File: src/rtl/stereo_frame_streamer.sv
// Streams one interleaved-RGB frame per side from two lock-stepped frame memories,
// then presents the captured left/right keypoint pair with a single-cycle strobe.
module stereo_frame_streamer #(
  parameter int N       = 450,
  parameter int M       = 450,
  parameter int CH      = 3,
  parameter int ADDR_W  = 20,
  parameter int MEM_LAT = 2,
  parameter int KP_GAP  = 4
) (
  input  logic              clk,
  input  logic              rst_n,
  input  logic              start,
  input  logic [31:0]       left_kp_in,
  input  logic [31:0]       right_kp_in,
  input  logic              hold,
  output logic              mem_rd_en,
  output logic [ADDR_W-1:0] mem_addr,
  input  logic [7:0]        left_mem_data,
  input  logic [7:0]        right_mem_data,
  output logic              left_data_valid,
  output logic [7:0]        left_data,
  output logic              right_data_valid,
  output logic [7:0]        right_data,
  output logic              keypoint_valid,
  output logic [31:0]       left_keypoint,
  output logic [31:0]       right_keypoint,
  output logic              busy,
  output logic              done,
  output logic              kp_error
);

  localparam int                FRAME     = CH * N * M;
  localparam logic [ADDR_W-1:0] LAST_ADDR = ADDR_W'(FRAME - 1);
  localparam logic [31:0]       PIXELS    = 32'(N * M);
  localparam int                GAP_W     = $clog2(KP_GAP + 1);
  localparam logic [GAP_W-1:0]  GAP_LAST  = GAP_W'(KP_GAP - 1);

  typedef enum logic [2:0] {IDLE, ISSUE, DRAIN, GAP, KEY} state_t;

  state_t             state, state_nxt;
  logic [ADDR_W-1:0]  addr_cnt;
  logic [MEM_LAT-1:0] vld_pipe;
  logic [GAP_W-1:0]   gap_cnt;
  logic               kp_ok;
  logic               accept;

  assign kp_ok  = (left_kp_in < PIXELS) && (right_kp_in < PIXELS);
  assign accept = (state == IDLE) && start && kp_ok;

  // NOTE: sequential state uses non-blocking (<=) so every flop samples pre-edge values.
  always_ff @(posedge clk or negedge rst_n) begin
    if (!rst_n) state <= IDLE;
    else        state <= state_nxt;
  end

  // NOTE: state_nxt gets a default before the case so no path leaves it unassigned (no latch).
  always_comb begin
    state_nxt = state;
    unique case (state)
      IDLE:    if (accept) state_nxt = ISSUE;
      ISSUE:   if (!hold && addr_cnt == LAST_ADDR) state_nxt = DRAIN;
      DRAIN:   if (vld_pipe == '0) state_nxt = GAP;
      GAP:     if (gap_cnt == GAP_LAST) state_nxt = KEY;
      KEY:     state_nxt = IDLE;
      default: state_nxt = IDLE;
    endcase
  end

  always_comb begin
    mem_rd_en      = (state == ISSUE) && !hold;
    keypoint_valid = (state == KEY);
    done           = (state == KEY);
    busy           = (state != IDLE);
  end

  // The counter wraps to 0 on the final read so mem_addr never leaves 0..FRAME-1.
  assign mem_addr = addr_cnt;

  always_ff @(posedge clk or negedge rst_n) begin
    if (!rst_n) begin
      addr_cnt       <= '0;
      gap_cnt        <= '0;
      left_keypoint  <= '0;
      right_keypoint <= '0;
      kp_error       <= 1'b0;
    end else begin
      kp_error <= (state == IDLE) && start && !kp_ok;
      if (accept) begin
        addr_cnt       <= '0;
        left_keypoint  <= left_kp_in;
        right_keypoint <= right_kp_in;
      end else if (mem_rd_en) begin
        addr_cnt <= (addr_cnt == LAST_ADDR) ? '0 : addr_cnt + 1'b1;
      end
      gap_cnt <= (state == GAP) ? gap_cnt + 1'b1 : '0;
    end
  end

  // Valid pipeline tracks reads in flight; its tail marks the cycle the memories present data.
  always_ff @(posedge clk or negedge rst_n) begin
    if (!rst_n) begin
      vld_pipe         <= '0;
      left_data_valid  <= 1'b0;
      right_data_valid <= 1'b0;
      left_data        <= '0;
      right_data       <= '0;
    end else begin
      vld_pipe[0] <= mem_rd_en;
      for (int i = 1; i < MEM_LAT; i++) vld_pipe[i] <= vld_pipe[i-1];
      left_data_valid  <= vld_pipe[MEM_LAT-1];
      right_data_valid <= vld_pipe[MEM_LAT-1];
      left_data        <= vld_pipe[MEM_LAT-1] ? left_mem_data  : 8'h00;
      right_data       <= vld_pipe[MEM_LAT-1] ? right_mem_data : 8'h00;
    end
  end

endmodule

File: config.mk
export PLATFORM = sky130hd
export DESIGN_NAME = stereo_frame_streamer
export DESIGN_NICKNAME = d
export VERILOG_FILES = /design/src/rtl/stereo_frame_streamer.sv
export SDC_FILE = /design/constraint.sdc
export NUM_CORES = 1
export LEC_CHECK = 0
export CAP_MARGIN = 40
export CORE_UTILIZATION = 45
export DETAILED_ROUTE_END_ITERATION = 12
export GPL_TIMING_DRIVEN = 0
export PLACE_DENSITY = 0.83
export SLEW_MARGIN = 0
export SYNTH_ARGS = -nofsm -noshare
export SYNTH_HDL_FRONTEND = slang
export SYNTH_SLANG_ARGS = --single-unit
File: constraint.sdc
create_clock -name clk -period 3.9 [get_ports clk]
set_clock_uncertainty 0.1 [all_clocks]
set_input_delay 0.78 -clock clk [delete_from_list [all_inputs] [get_ports clk]]
set_output_delay 0.78 -clock clk [all_outputs]
set_load 0.05 [all_outputs]
==> results by group <==
Route
  • Total via count in the routed design: 3698
  • Antenna-violating nets left: 0
  • Count of routing violations after the opening detailed-route iteration: 209
  • Via/cell ratio: 5.208
  • Drt wl/cell: 17.00 µm
  • Post-detailed-routing wire length: 12070 µm
  • DRC Markers: 0
  • Initial DRT Pass Iterations: 4

Power
  • P_leak: 0.003181 µW
  • Internal power: 1654 µW
  • Worst supply voltage drop on vdd: 0.2863 mV
  • Clock share of power: 31.0%
  • Net switching power of the design: 673.1 µW
  • Register share of total power: 52.4%
  • Logic gate share of total power: 16.6%
  • Switching share of power: 28.93%
  • Power per Cell Area: 333.1 mW/mm²

Floorplanning
  • Initial core utilization: 47.21%
  • Number of placement rows: 36
  • Ports: 191
  • Total Die Area: 0.01081 mm²
  • Total core area: 0.009910 mm²
  • Die Width: 104.0 µm
  • Die H: 104.0 µm

Synth
  • Most area-consuming cells after synthesis: sky130_fd_sc_hd__dfrtp_1, sky130_fd_sc_hd__mux2_4, sky130_fd_sc_hd__and2_1
  • Synth cell count leaders: sky130_fd_sc_hd__dfrtp_1, sky130_fd_sc_hd__and2_1, sky130_fd_sc_hd__mux2_4
  • Post-synthesis sequential element count: 110
  • Net count after synthesis: 457
  • Count of mapped cells out of synthesis: 370
  • Synthesis Warnings: 0
  • Post-synth EDFFs: 0
  • Most instantiated flip-flop cell in the synthesis netlist: sky130_fd_sc_hd__dfrtp_1
  • Number of different library cells in the post-synthesis netlist: 44
  • Most numerous cell in the Yosys netlist: sky130_fd_sc_hd__dfrtp_1
  • Fraction of post-synthesis cell area in the top cell type by area: 58.84%
  • Cell area after synthesis: 0.004678 mm²
  • Most area-hungry cell type in the Yosys netlist: sky130_fd_sc_hd__dfrtp_1
  • Share of async-settable or async-resettable flops after synthesis: 100.0%
  • Mean instance size in the synthesized netlist: 12.64 µm²
  • Seq/Total Area, Yosys: 58.84%

Worst setup path
  • Slowest library cell on the worst path: sky130_fd_sc_hd__dlymetal6s2s_1
  • Cells along the critical path: clkdlybuf4s50_1 > nor2_1 > nand3b_1 > inv_1 > clkbuf_1 > dlymetal6s2s_1
  • Peak fanout along the critical path: 11
  • Arrival time of data at the critical path endpoint: 2620 ps
  • Required time of the critical path: 3020 ps
  • Critical path buffer and inverter count: 4
  • CP max stage delay: 490 ps
  • Reg-to-reg startpoint: mem_addr[13]
  • Crit path kind: in2out
  • Kind of capture point of the worst setup path: output port
  • Launch point of the worst path: hold
  • Family with the most delay on the worst path: buffers and inverters
  • Crit path launch type: input pin

Outcome
  • Result of the run: finished clean

CTS
  • CTS Root Cell: sky130_fd_sc_hd__clkbuf_8
  • CTS tree: built
  • Sinks on the clock net: 110
  • Count of hold buffers inserted by post-cts repair: 0
  • Inserted Clock Buffers: 9
  • Insertion delay of the later-clocked pin in the worst-skew pair: 370 ps
  • Max clock buf depth: 2
  • Clock-pin slew reported for the worst setup and hold paths after clock tree synthesis: 100 ps
  • H-Tree Level Count: 3

Finish
  • Post-synthesis to final-layout area growth: 49.32%
  • Fraction of final layout cells with drive strength greater than 1: 11.61%
  • Ant. Diodes: 0
  • Finished Layout Cells: 710
  • Final net count: 659

STA
  • Final Hold Viols: 0
  • Fin Setup TNS: 0 ps
  • FMAX: 286.0 MHz
  • Share of the clock period used by the worst path after layout: 89.66%
  • Final number of max-transition violations: 0
  • Worst Tran Pin Value: 633.1 ps
  • Setup repair after global routing missed its margin: false
  • Final count of negative-setup-slack endpoints: 0
  • Shortest period the worst path allows: 3497 ps
  • Relative slew margins: 57.64%

GRT
  • Largest net degree at the start of global routing: 70
  • Vias in the first global route: 3898
  • Wire length of the first global-routing pass: 19510 µm
  • GR Overflow Total: 0
  • Initial antenna violation count: 0
  • Overall track demand over capacity in global routing: 23.00%

Placed design
  • Detail Placement HPWL: 8917 µm
  • Number of cells after detailed placement: 694
  • I/O Buffers: 190
  • RePlAce Congestion: 0.8447

Flow run
  • # Max-Cap Violations: 0

Min path
  • Path class of the lowest-slack min-delay path: in2async
[final cells by class]
| cell class | count | area, µm² |
|---|---|---|
| clock inverters | 7 | 87.58 |
| fillers | 704 | 2924 |
| repair buffers | 191 | 1929 |
| well taps | 133 | 166.4 |
| plain buffers | 19 | 143.9 |
| inverters | 3 | 11.26 |
| multi-input cells | 238 | 1770 |
| clock buffers | 9 | 123.9 |
| flip-flops and latches | 110 | 2753 |
[stage by stage]
| stage | utilization (%) | total power [µW] | setup WS (ps) | instance area [µm²] | hold slack (ps) |
|---|---|---|---|---|---|
| 2_1_floorplan | - | 1413 | 804.0 | 4678 | 254.5 |
| 3_3_place_gp | 68.08 | 1614 | -2036 | 6746 | 266.7 |
| 3_5_place_dp | 68.33 | 1626 | 90.04 | 6771 | 262.0 |
| 4_1_cts | 70.47 | 2352 | 41.28 | 6983 | 284.3 |
| 5_1_grt | 70.49 | 2425 | 311.1 | 6985 | 295.8 |
| 6_report | 70.49 | 2327 | 403.4 | 6985 | 285.6 |
[layer usage]
metal	wire, µm	global-route usage (%)	vias up	part of all wire (%)
li1	-	-	1700	-
met1	4784	27.50	1816	40
met2	6253	40.29	166	52
met3	875	5.764	16	7.2
met4	158	7.959	0	1.3
met5	0	0	-	0
[cells by family after synthesis]
family / count (synthesis) / synth area share (%)
xor+xnor: 3 / 0.5618
fa+ha+maj: 3 / 0.8024
buf+inv: 22 / 3.316
compound gates: 41 / 5.349
mux: 38 / 11.66
simple gates: 153 / 19.47
flops: 110 / 58.84
[state kept, by name, summed over array words and instances (netlist names)]
signal / cells
kp_error: 1
right_data_valid: 1
right_data: 8
state: 3
right_keypoint: 32
left_keypoint: 32
mem_addr: 20
left_data: 8
vld_pipe: 2
gap_cnt: 3
[cells in the final DEF, fill, tap and decap left out, types with 4 or more instances in the layout]
master,Yosys,routed
sky130_fd_sc_hd__or3_1,6,6
sky130_fd_sc_hd__and2_1,46,46
sky130_fd_sc_hd__and3_1,10,10
sky130_fd_sc_hd__clkbuf_1,11,11
sky130_fd_sc_hd__nand2_1,12,12
sky130_fd_sc_hd__a31oi_1,4,4
sky130_fd_sc_hd__nor2b_1,6,6
sky130_fd_sc_hd__clkbuf_8,0,9
sky130_fd_sc_hd__dfrtp_1,110,110
sky130_fd_sc_hd__nor3_1,4,4
sky130_fd_sc_hd__mux2_4,32,32
sky130_fd_sc_hd__nand2b_1,4,4
sky130_fd_sc_hd__mux2_2,4,4
sky130_fd_sc_hd__o21ai_0,10,10
sky130_fd_sc_hd__a21oi_1,16,16
sky130_fd_sc_hd__clkdlybuf4s50_1,0,188
sky130_fd_sc_hd__nand3_1,5,5
sky130_fd_sc_hd__nand4_1,12,12
sky130_fd_sc_hd__nand3b_1,7,7
sky130_fd_sc_hd__nor4_1,9,9
sky130_fd_sc_hd__nor2_1,22,22
[power by group through the flow]
stage	logic [µW]	registers [µW]	clock network [µW]
6_report	387	1220	721
5_1_grt	410	1230	789
4_1_cts	390	1220	744
3_5_place_dp	387	1240	0
3_3_place_gp	377	1240	0
2_1_floorplan	64.6	1350	0
[worst paths after layout]
path | end | slack, ps | cells past startpoint
setup / recovery | mem_rd_en | 400 | 6
hold / removal | mem_addr[13] | 290 | 1
setup reg to reg | mem_addr[10] | 1240 | 7
hold reg to reg | vld_pipe[1] | 290 | 0
max in group asynchronous | right_keypoint[31] | 2700 | 2
min in group clk | vld_pipe[1] | 290 | 0
[worst register-to-register path, delay by kind of cell (launching register included)]
family / cells / cell delay, ps
compound gates: 2 / 200
simple gates: 3 / 1310
buf+inv: 2 / 520
flops: 1 / 400
[repair_timing]
item / 4_1_cts / 5_1_grt
setup endpoints to repair: 0 / 1
gates resized for setup: 0 / 1
buffers inserted: 0 / 0
Note: power is estimated with default switching activity, not from simulation.
